--- src/rtl/inst_encoder.sv ---
// Instruction packer and issue FIFO. Packs range-checked field sets into the
// processor's 64-bit instruction word and streams them out over valid/ready.
module inst_encoder #(
  parameter  int DEPTH = 8,
  localparam int CW    = $clog2(DEPTH) + 1
) (
  input  logic          clk,
  input  logic          rst_n,
  input  logic          flush,
  input  logic          in_valid,
  output logic          in_ready,
  input  logic [2:0]    in_opcode,
  input  logic [4:0]    in_reg1,
  input  logic [4:0]    in_reg2,
  input  logic [4:0]    in_reg3,
  input  logic [15:0]   in_addr,
  output logic          out_valid,
  input  logic          out_ready,
  output logic [63:0]   out_inst,
  output logic [CW-1:0] count,
  output logic          err_reg3,
  output logic [7:0]    err_cnt
);

  localparam int AW = $clog2(DEPTH);

  logic [31:0]   r_mem [DEPTH];
  logic [AW-1:0] r_wptr;
  logic [AW-1:0] r_rptr;
  logic [CW-1:0] r_count;
  logic          r_live;
  logic          r_err_reg3;
  logic [7:0]    r_err_cnt;

  logic          w_accept;
  logic          w_reject;
  logic          w_push;
  logic          w_pop;
  logic [31:0]   w_word;

  // r_live holds in_ready low while reset is asserted without routing rst_n into logic.
  assign in_ready  = r_live && (r_count < CW'(DEPTH)) && !flush;
  assign out_valid = (r_count != '0);
  assign w_accept  = in_valid && in_ready;
  assign w_reject  = w_accept && (in_reg3[4:3] != 2'b00);
  assign w_push    = w_accept && !w_reject;
  assign w_pop     = out_valid && out_ready && !flush;
  assign w_word    = {in_opcode, in_reg1, in_reg2, in_reg3[2:0], in_addr};

  assign out_inst  = out_valid ? {32'h0, r_mem[r_rptr]} : 64'h0;
  assign count     = r_count;
  assign err_reg3  = r_err_reg3;
  assign err_cnt   = r_err_cnt;

  always_ff @(posedge clk or negedge rst_n) begin
    if (!rst_n) begin
      r_wptr     <= '0;
      r_rptr     <= '0;
      r_count    <= '0;
      r_live     <= 1'b0;
      r_err_reg3 <= 1'b0;
      r_err_cnt  <= 8'd0;
    end else begin
      r_live     <= 1'b1;
      r_err_reg3 <= w_reject;
      if (w_reject && (r_err_cnt != 8'hFF)) begin
        r_err_cnt <= r_err_cnt + 8'd1;
      end
      if (flush) begin
        r_wptr  <= '0;
        r_rptr  <= '0;
        r_count <= '0;
      end else begin
        if (w_push) begin
          r_wptr <= r_wptr + AW'(1);
        end
        if (w_pop) begin
          r_rptr <= r_rptr + AW'(1);
        end
        if (w_push && !w_pop) begin
          r_count <= r_count + CW'(1);
        end else if (w_pop && !w_push) begin
          r_count <= r_count - CW'(1);
        end
      end
    end
  end

  // Storage is not reset; out_inst is masked to zero whenever the FIFO is empty.
  always_ff @(posedge clk) begin
    if (w_push) begin
      r_mem[r_wptr] <= w_word;
    end
  end

endmodule

--- config.mk ---
export PLATFORM = sky130hd
export DESIGN_NAME = inst_encoder
export DESIGN_NICKNAME = d
export VERILOG_FILES = /design/src/rtl/inst_encoder.sv
export SDC_FILE = /design/constraint.sdc
export NUM_CORES = 1
export LEC_CHECK = 0
export ABC_CLOCK_PERIOD_IN_PS = 4700
export BUFFER_PORTS_ARGS = -buffer_cell sky130_fd_sc_hd__buf_2
export CORE_MARGIN = 8
export CORE_UTILIZATION = 53
export DETAILED_ROUTE_END_ITERATION = 8
export PLACE_DENSITY = 0.76
export SYNTH_ARGS = -nofsm -noshare
export SYNTH_HDL_FRONTEND = slang
export SYNTH_SLANG_ARGS = --single-unit
export TNS_END_PERCENT = 50
--- constraint.sdc ---
create_clock -name clk -period 4.7 [get_ports clk]
set_clock_uncertainty 0.15 [all_clocks]
set_input_delay 0.47 -clock clk [delete_from_list [all_inputs] [get_ports clk]]
set_output_delay 0.47 -clock clk [all_outputs]
set_load 0.01 [all_outputs]
-- Yosys cells after proc, flatten, opt, wreduce, memory -nomap -nowiden
Memories as Yosys holds them, arrays and structs flattened.
Cells that the tools add are included.
- $add $sub $neg: 5
- multipliers: 0
- divide/modulo/power cells: 0
- order comparisons: 1
- equal/unequal tests: 1
- shift-type cells: 0
- muxes and demuxes: 10
- bitwise logic cells: 0
- reduce and logical (&&, ||, !) cells: 19
- operators by type and width (cell ; count):
    32-bit 2-to-1 mux ; 1
    3-bit 2-to-1 mux ; 4
    4-bit 2-to-1 mux ; 3
    1-bit logical AND ; 10
    8-bit by 1-bit adder with 8-bit output, second input constant ; 1
    8-bit != test, second input constant ; 1
    3-bit by 1-bit adder with 3-bit output, second input constant ; 2
    2-bit nonzero test ; 3
    4-bit by 1-bit adder with 4-bit output, second input constant ; 1
    1-bit zero test ; 4
    4-bit < comparator, second input constant ; 1
    4-bit nonzero test ; 1
    4-bit by 1-bit subtractor with 4-bit output, second input constant ; 1
    3-bit nonzero test ; 1
    1-bit 2-to-1 mux ; 2
- bits in registers: 20
- bits in latches: 0
- RAM bits: 256
- memory bits (read-only): 0
- bits of input ports: 39
- output and inout bits: 79
- word-level logic and storage cells: 43
- memories kept: 1
- memory list (name ; words ; bits a word ; rd ports ; clocked after Yosys merged registers in ; write ports ; RTL line ; RTL):
    r_mem ; 8 ; 32 ; 1 ; 0 ; 1 ; 27 ; logic [31:0] r_mem [DEPTH];

-- Logic depth before layout (Yosys ltp)
Gate-level depths: netlist of run 1.
- depth after elaboration: 12
- depth in mapped cells: 8
- depth with buffers taken out: 8

-- Worst setup path after synthesis of run 1
OpenSTA, ideal clock, no wires.
- path type: input to register
- start: in in_reg3[4]
- end: mem r_mem[0][0] (enable)
- library setup time: 0.501 ns
- arrival time: 4.161 ns
- required time: 4.049 ns
- slack: -0.112 ns
- stages on the path: 3
- buffers on the path: 0
- cell sequence: nor2_1 -> nand2_1 -> nor4_1
- word-level cells in the longest chain between the ends: 6
- RTL lines (what ; RTL line ; RTL):
    start, declared ; 15 ; input logic [4:0] in_reg3,
    2-bit nonzero test ; 45 ; assign w_reject = w_accept && (in_reg3[4:3] != 2'b00);
    1-bit logical AND ; 45 ;
    1-bit zero test ; 46 ; assign w_push = w_accept && !w_reject;
    1-bit logical AND ; 46 ;
    1-bit 2-to-1 mux ; 91 ; if (w_push) begin
    1-bit 2-to-1 mux (not written as such) ; 92 ; r_mem[r_wptr] <= w_word;
    end, declared ; 27 ;
Every way passes these cells.

-- Final worst setup path of run 1
- start: reg r_rptr[0]
- end: out out_inst[31]
- word-level cells in the longest chain between the ends: 2
- RTL lines (what ; RTL line ; RTL):
    start, declared ; 29 ; logic [AW-1:0] r_rptr;
    start signal, assigned ; 78 ; r_rptr <= r_rptr + AW'(1);
    memory 8 x 32 bit ; -- ;
    32-bit 2-to-1 mux ; 50 ; assign out_inst = out_valid ? {32'h0, r_mem[r_rptr]} : 64'h0;
    end, declared ; 19 ; output logic [63:0] out_inst,
Every way passes these cells.

==> results of run 1 <==
-- layer usage --
layer  GRT usage, %  up-vias  share of wire [%]
met2           28.5      198                 51
li1               -     2383                  -
met5              0        -              0.038
met4           4.46        2                1.7
met1           21.2     2734                 40
met3           3.11       33                7.1
-- flip-flops by register name (all words and copies together) (netlist names) --
register  flops
r_wptr        3
r_rptr        3
err_reg3      1
count         4
err_cnt       8
r_live        1
r_mem       256
-- through the flow --
step	setup WS, ns	std cells
detailed placement	1.63	907
floorplan	0.701	587
global route	1.10	958
finish	1.32	958
CTS	1.20	956
global placement	1.75	907
-- power by group through the flow --
stage | clock network [mW] | registers, mW | logic [mW]
2_1_floorplan | 0 | 2.85 | 1.14
3_3_place_gp | 0 | 2.95 | 1.51
3_5_place_dp | 0 | 2.96 | 1.54
4_1_cts | 2.21 | 2.91 | 1.55
5_1_grt | 2.30 | 2.92 | 1.66
6_report | 2.17 | 2.90 | 1.51
-- layout make-up --
type                    instances  area (um^2)  area share (%)
repair buffers                100          553            4.33
clock buffers                  32          694            5.44
inverters                       5         18.8           0.147
diodes                          2         5.00          0.0392
well taps                     275          344            2.69
flip-flops and latches        276         8190            64.2
multi-input cells             252         2760            21.6
clock inverters                16          205            1.61
-- timing repair --
action                    4_1_cts  5_1_grt
hold endpoints to repair       20        0
gates resized for setup         0        0
hold buffers                    1        0
-- cells in the final DEF, fill, tap and decap left out, types with 2 or more instances in the layout --
| cell type | synthesis | layout |
|---|---|---|
| nand2_1 | 8 | 8 |
| inv_1 | 4 | 4 |
| edfxtp_1 | 256 | 256 |
| clkinv_1 | 0 | 4 |
| o21ai_0 | 3 | 3 |
| nor4_4 | 0 | 2 |
| clkbuf_16 | 0 | 27 |
| mux2i_1 | 33 | 33 |
| dfrtp_2 | 0 | 2 |
| nand3_1 | 8 | 8 |
| nor3b_2 | 2 | 2 |
| mux2_1 | 2 | 2 |
| dfrtp_1 | 20 | 17 |
| nand4_1 | 2 | 2 |
| clkinvlp_4 | 0 | 2 |
| clkinv_2 | 0 | 5 |
| bufinv_16 | 0 | 5 |
| buf_2 | 6 | 85 |
| and3_1 | 3 | 3 |
| conb_1 | 2 | 33 |
| diode_2 | 0 | 2 |
| a21oi_1 | 6 | 6 |
| xor2_1 | 2 | 2 |
| o21ai_1 | 2 | 2 |
| nor2_1 | 42 | 39 |
| nand2b_1 | 4 | 4 |
| xnor2_1 | 6 | 6 |
| nor3_1 | 6 | 2 |
| nor2_4 | 0 | 3 |
| clkbuf_1 | 7 | 5 |
| mux4_2 | 64 | 64 |
| nor3_2 | 1 | 5 |
| ha_1 | 5 | 5 |
| buf_4 | 32 | 13 |
-- synth_stat cells (4+ instances only) --
library cell  count
mux4_2           64
nor2_1           42
nand3_1           8
clkbuf_1          7
inv_1             4
xnor2_1           6
nand2_1           8
buf_4            32
nor3_1            6
dfrtp_1          20
buf_6             5
mux2i_1          33
nand2b_1          4
buf_1             4
ha_1              5
buf_2             6
a21oi_1           6
edfxtp_1        256
-- path summary, 6_finish.rpt --
path                       startpoint           end  slack, ns  cells after the start
min in group asynchronous       rst_n    err_cnt[1]       0.28                      2
setup / recovery            r_rptr[0]  out_inst[31]       1.32                      5
max in group asynchronous       rst_n     r_rptr[0]       3.77                      2
setup reg to reg             count[3]  r_mem[3][22]       1.76                      4
hold / removal             in_reg2[0]  r_mem[1][19]       0.08                      1
hold reg to reg            err_cnt[0]    err_cnt[0]       0.36                      1
-- cells by family after synthesis --
group	share of synthesized area, %
muxes	16.1
xor gates and xnor gates	0.628
AOI/OAI and AO/OA	1.27
buffers and inverters	3.47
and+or+nand+nor	4.30
other	0.0674
adders and majority gates	0.741
DFF	73.4
==> results.json, run 1 <==
{
  "p_switching_mw": 1.79,
  "syn_area_um2": 11100,
  "power.share.clock_pct": 33.0,
  "final_area_um2": 12800,
  "cp_top_family": "flip-flops",
  "crit_chain": "buf_12 -> mux4_2 -> mux2i_1 -> nor2_1 -> buf_2",
  "cp-end-kind": "primary output",
  "peakVddDrop_v": 0.000343,
  "p_seq_share_pct": 44.0,
  "power.density_nw_per_um2": 515,
  "fmax_ghz": 0.295,
  "ys.flop_type": "edfxtp_1",
  "async_reset_ff_share_pct": 7.25,
  "power_frac_comb_pct": 22.9,
  "postLayoutCoreUtil_pct": 61.3,
  "grt_pass1_wl_um": 33600,
  "syn_inst": 556,
  "whs_ns": 0.0791,
  "routedWlPerCell_um": 22.1,
  "area_delta_synth_final_pct": 14.6,
  "placed_area_um2": 11900,
  "maxSlewViolCount": 0,
  "tns_ns": 0,
  "required_ns": 4.08,
  "cts_tree": "yes",
  "drive_gt1_share_pct": 33.0,
  "die_area_um2": 25900,
  "setup.worst_path.start_class": "flop",
  "ys_seq_elements": 276,
  "synthTopCellsByArea": "edfxtp_1 69%, mux4_2 13%, dfrtp_1 4.5%",
  "grt_use_total_pct": 16.5,
  "antenna_found_initial": 3,
  "place.gp.congestion": 0.764,
  "insertion_delay_ns": 0.51,
  "synth.distinct_cells": 48,
  "nFillCells": 1457,
  "port_buffers": 85,
  "grt_max_degree": 37,
  "rsz0062_at_grt": "no",
  "worstSetupPathType": "reg -> out",
  "status": "complete, no violations",
  "vias": 5350,
  "cts_buffers": 26,
  "clock-sinks": 276,
  "clk_path_buf_depth": 3,
  "yosys.area.top_type": "edfxtp_1",
  "wirelength_um": 21100,
  "drt-vias-per-instance": 5.58,
  "cts-root-buf": "clkbuf_16",
  "core-area_um2": 20800,
  "crit_buf_inv": 2,
  "period_share_pct": 72.0,
  "dieWidth_um": 161,
  "leakage_nw": 4.27,
  "synth_top_area_share_pct": 68.9,
  "p_int_mw": 4.79,
  "maxSlewHeadroom_pct": 24.1,
  "drt-initial-drc-count": 368,
  "ys_seq_area_share_pct": 73.4,
  "power_mw": 6.58,
  "drc": 0,
  "cap_violations": 0,
  "cp_slowest_cell": "dfrtp_4",
  "post-cts-setup-buffers": 0,
  "drtPass1Iterations": 5,
  "slowest_delay_ns": 0.83,
  "switching_share_pct": 27.2,
  "tightest_slew_ns": 1.14,
  "finalHoldViolCount": 0,
  "post-route-min-period_ns": 3.38,
  "die_h_um": 161,
  "h-tree-depth": 1,
  "grt_pass1_vias": 5831,
  "cp.arrival_ns": 2.76,
  "crit_fanout": 36,
  "pin_count": 118,
  "antenna_left": 0,
  "hold_class": "in -> reg",
  "path_clk_slew_ns": 0.06,
  "overflow": 0,
  "rows": 53,
  "place_hpwl_um": 12800,
  "synth_edf_count": 256,
  "synth.avg_cell_area_um2": 20.1,
  "initial_core_util_pct": 53.5,
  "finalNetCount": 706,
  "synth-warning-count": 0,
  "setup_viol": 0
}
(Power assumes the default switching activity.)
==> run 2, diff against run 1 <==
Settings changed: ABC_CLOCK_PERIOD_IN_PS 4700 to 3500, CORE_UTILIZATION 53 to 58, PLACE_DENSITY 0.76 to 0.79.
Clock period 4.7 ns to 3.5 ns, I/O delays scaled along.
==> results.json, run 2 (synthesized netlist as in run 1, its figures left out) <==
{
  "cts-root-buf": "clkbuf_16",
  "reg2regPathDepth": 8,
  "crit_fanout": 27,
  "dp_cells": 874,
  "cp_num_cells": 5,
  "p_int_mw": 6.12,
  "crit_start": "r_rptr[0]",
  "crit_end": "out_inst[11]",
  "routedWlPerCell_um": 22.1,
  "cts_resized": 0,
  "path_clk_slew_ns": 0.06,
  "drtPass1Iterations": 5,
  "final_area_um2": 13000,
  "switching_share_pct": 28.1,
  "period_share_pct": 86.6,
  "cp-end-kind": "primary output",
  "stdcell_count": 956,
  "clock-sinks": 276,
  "diodes": 0,
  "antenna_found_initial": 1,
  "post-route-min-period_ns": 3.03,
  "fmax_ghz": 0.330,
  "overflow": 0,
  "final_common_cell": "edfxtp_1",
  "cp_top_family": "flip-flops",
  "vias": 5557,
  "drt-initial-drc-count": 356,
  "area_delta_synth_final_pct": 16.9,
  "die_h_um": 155,
  "h-tree-depth": 1,
  "grt_pass1_vias": 5903,
  "cts_buffers": 27,
  "cp_slowest_cell": "dfrtp_4",
  "placed_area_um2": 11900,
  "finalHoldViolCount": 0,
  "cts_tree": "yes",
  "tns_ns": 0,
  "place.gp.congestion": 0.794,
  "hold_class": "in -> reg",
  "clk_path_buf_depth": 3,
  "worstSetupPathType": "reg -> out",
  "grt_max_degree": 34,
  "grt_use_total_pct": 17.9,
  "peakVddDrop_v": 0.000525,
  "status": "complete, no violations",
  "r2r-end": "count[3]",
  "crit_buf_inv": 2,
  "die_area_um2": 23900,
  "maxSlewViolCount": 0,
  "antenna_left": 0,
  "layout_common_cells": "256 x edfxtp_1, 85 x buf_2, 64 x mux4_2",
  "nFillCells": 1162,
  "setup.worst_path.start_class": "flop",
  "insertion_delay_ns": 0.53,
  "leakage_nw": 4.41,
  "required_ns": 3.00,
  "port_buffers": 85,
  "place_hpwl_um": 12900,
  "regMostFlops": "r_mem",
  "power_frac_comb_pct": 24.8,
  "finalNetCount": 749,
  "core-area_um2": 18800,
  "setup_viol": 0,
  "p_switching_mw": 2.39,
  "power.share.clock_pct": 29.9,
  "grt_pass1_wl_um": 33200,
  "rsz0062_at_grt": "no",
  "tightest_slew_ns": 0.777,
  "r2r_start": "count[3]",
  "r2r_slack_ns": 0.67,
  "drc": 0,
  "cp.arrival_ns": 2.53,
  "drive_gt1_share_pct": 32.1,
  "pin_count": 118,
  "drt-vias-per-instance": 5.81,
  "whs_ns": 0.0611,
  "maxSlewHeadroom_pct": 48.2,
  "largest_reg_flops": 256,
  "power.density_nw_per_um2": 653,
  "p_seq_share_pct": 45.3,
  "crit_chain": "buf_12 -> mux4_2 -> mux2i_1 -> nor2_1 -> buf_2",
  "dieWidth_um": 155,
  "slowest_delay_ns": 0.78,
  "cap_violations": 0,
  "rows": 50,
  "initial_core_util_pct": 59.4,
  "wirelength_um": 21100
}
-- run 2: cell count changes in the layout (fill, tap and decap cells not counted) --
cell,previous run,this run
nor3_2,5,4
inv_6,0,2
bufinv_16,5,0
buf_4,13,18
dlygate4sd3_1,1,35
diode_2,2,0
nor3_4,1,2
clkinv_2,5,8
clkinvlp_4,2,1
buf_12,1,4
-- run 2: through the flow --
step	util [%]	power, mW	setup WS (ns)
global placement	63.5	6.00	0.892
global route	69.5	8.92	0.279
floorplan	-	5.36	-0.471
finish	69.5	8.52	0.469
detailed placement	63.5	6.04	0.730
CTS	69.5	8.62	0.388
-- run 2: repair_timing --
item	4_1_cts	5_1_grt
buffers inserted	0	0
hold endpoints to repair	277	0
setup endpoints to repair	0	0
hold buffers	35	0
-- run 2: how the worst min path moves through the flow --
stage,from,end,cells after the start
after floorplan,rst_n,count[0],0
after global placement,rst_n,r_live,1
after detailed placement,rst_n,r_live,1
after CTS,flush,r_wptr[2],2
after global routing,flush,r_wptr[2],2
final,in_valid,err_reg3,3
-- run 2: power by group through the flow --
stage / registers [mW] / clock network [mW] / logic [mW]
floorplan: 3.83 / 0 / 1.53
global route: 3.89 / 2.74 / 2.29
detailed placement: 3.94 / 0 / 2.10
finish: 3.86 / 2.55 / 2.11
global placement: 3.93 / 0 / 2.07
CTS: 3.87 / 2.61 / 2.15
-- run 2: cell type report --
type	instances	area (um^2)	share of cell area, %
clock inverters	15	80.1	0.614
repair buffers	142	991	7.60
multi-input cells	252	2760	21.2
flip-flops and latches	276	8190	62.9
clock buffers	32	694	5.33
inverters	5	18.8	0.144
well taps	234	293	2.25
-- run 2: routing by layer --
metal  share of wire (%)  track usage (%)  vias up
met5               0.038                0        -
met3                 6.5             3.73       29
met2                  51             31.3      202
met1                  41             22.6     2861
met4                 1.4             4.06        2
li1                    -                -     2463
-- run 2: worst min-delay path: cells and delay by family --
family	cells	cell delay, ns
and+or+nand+nor	2	0.20
buffers and inverters	1	0.12
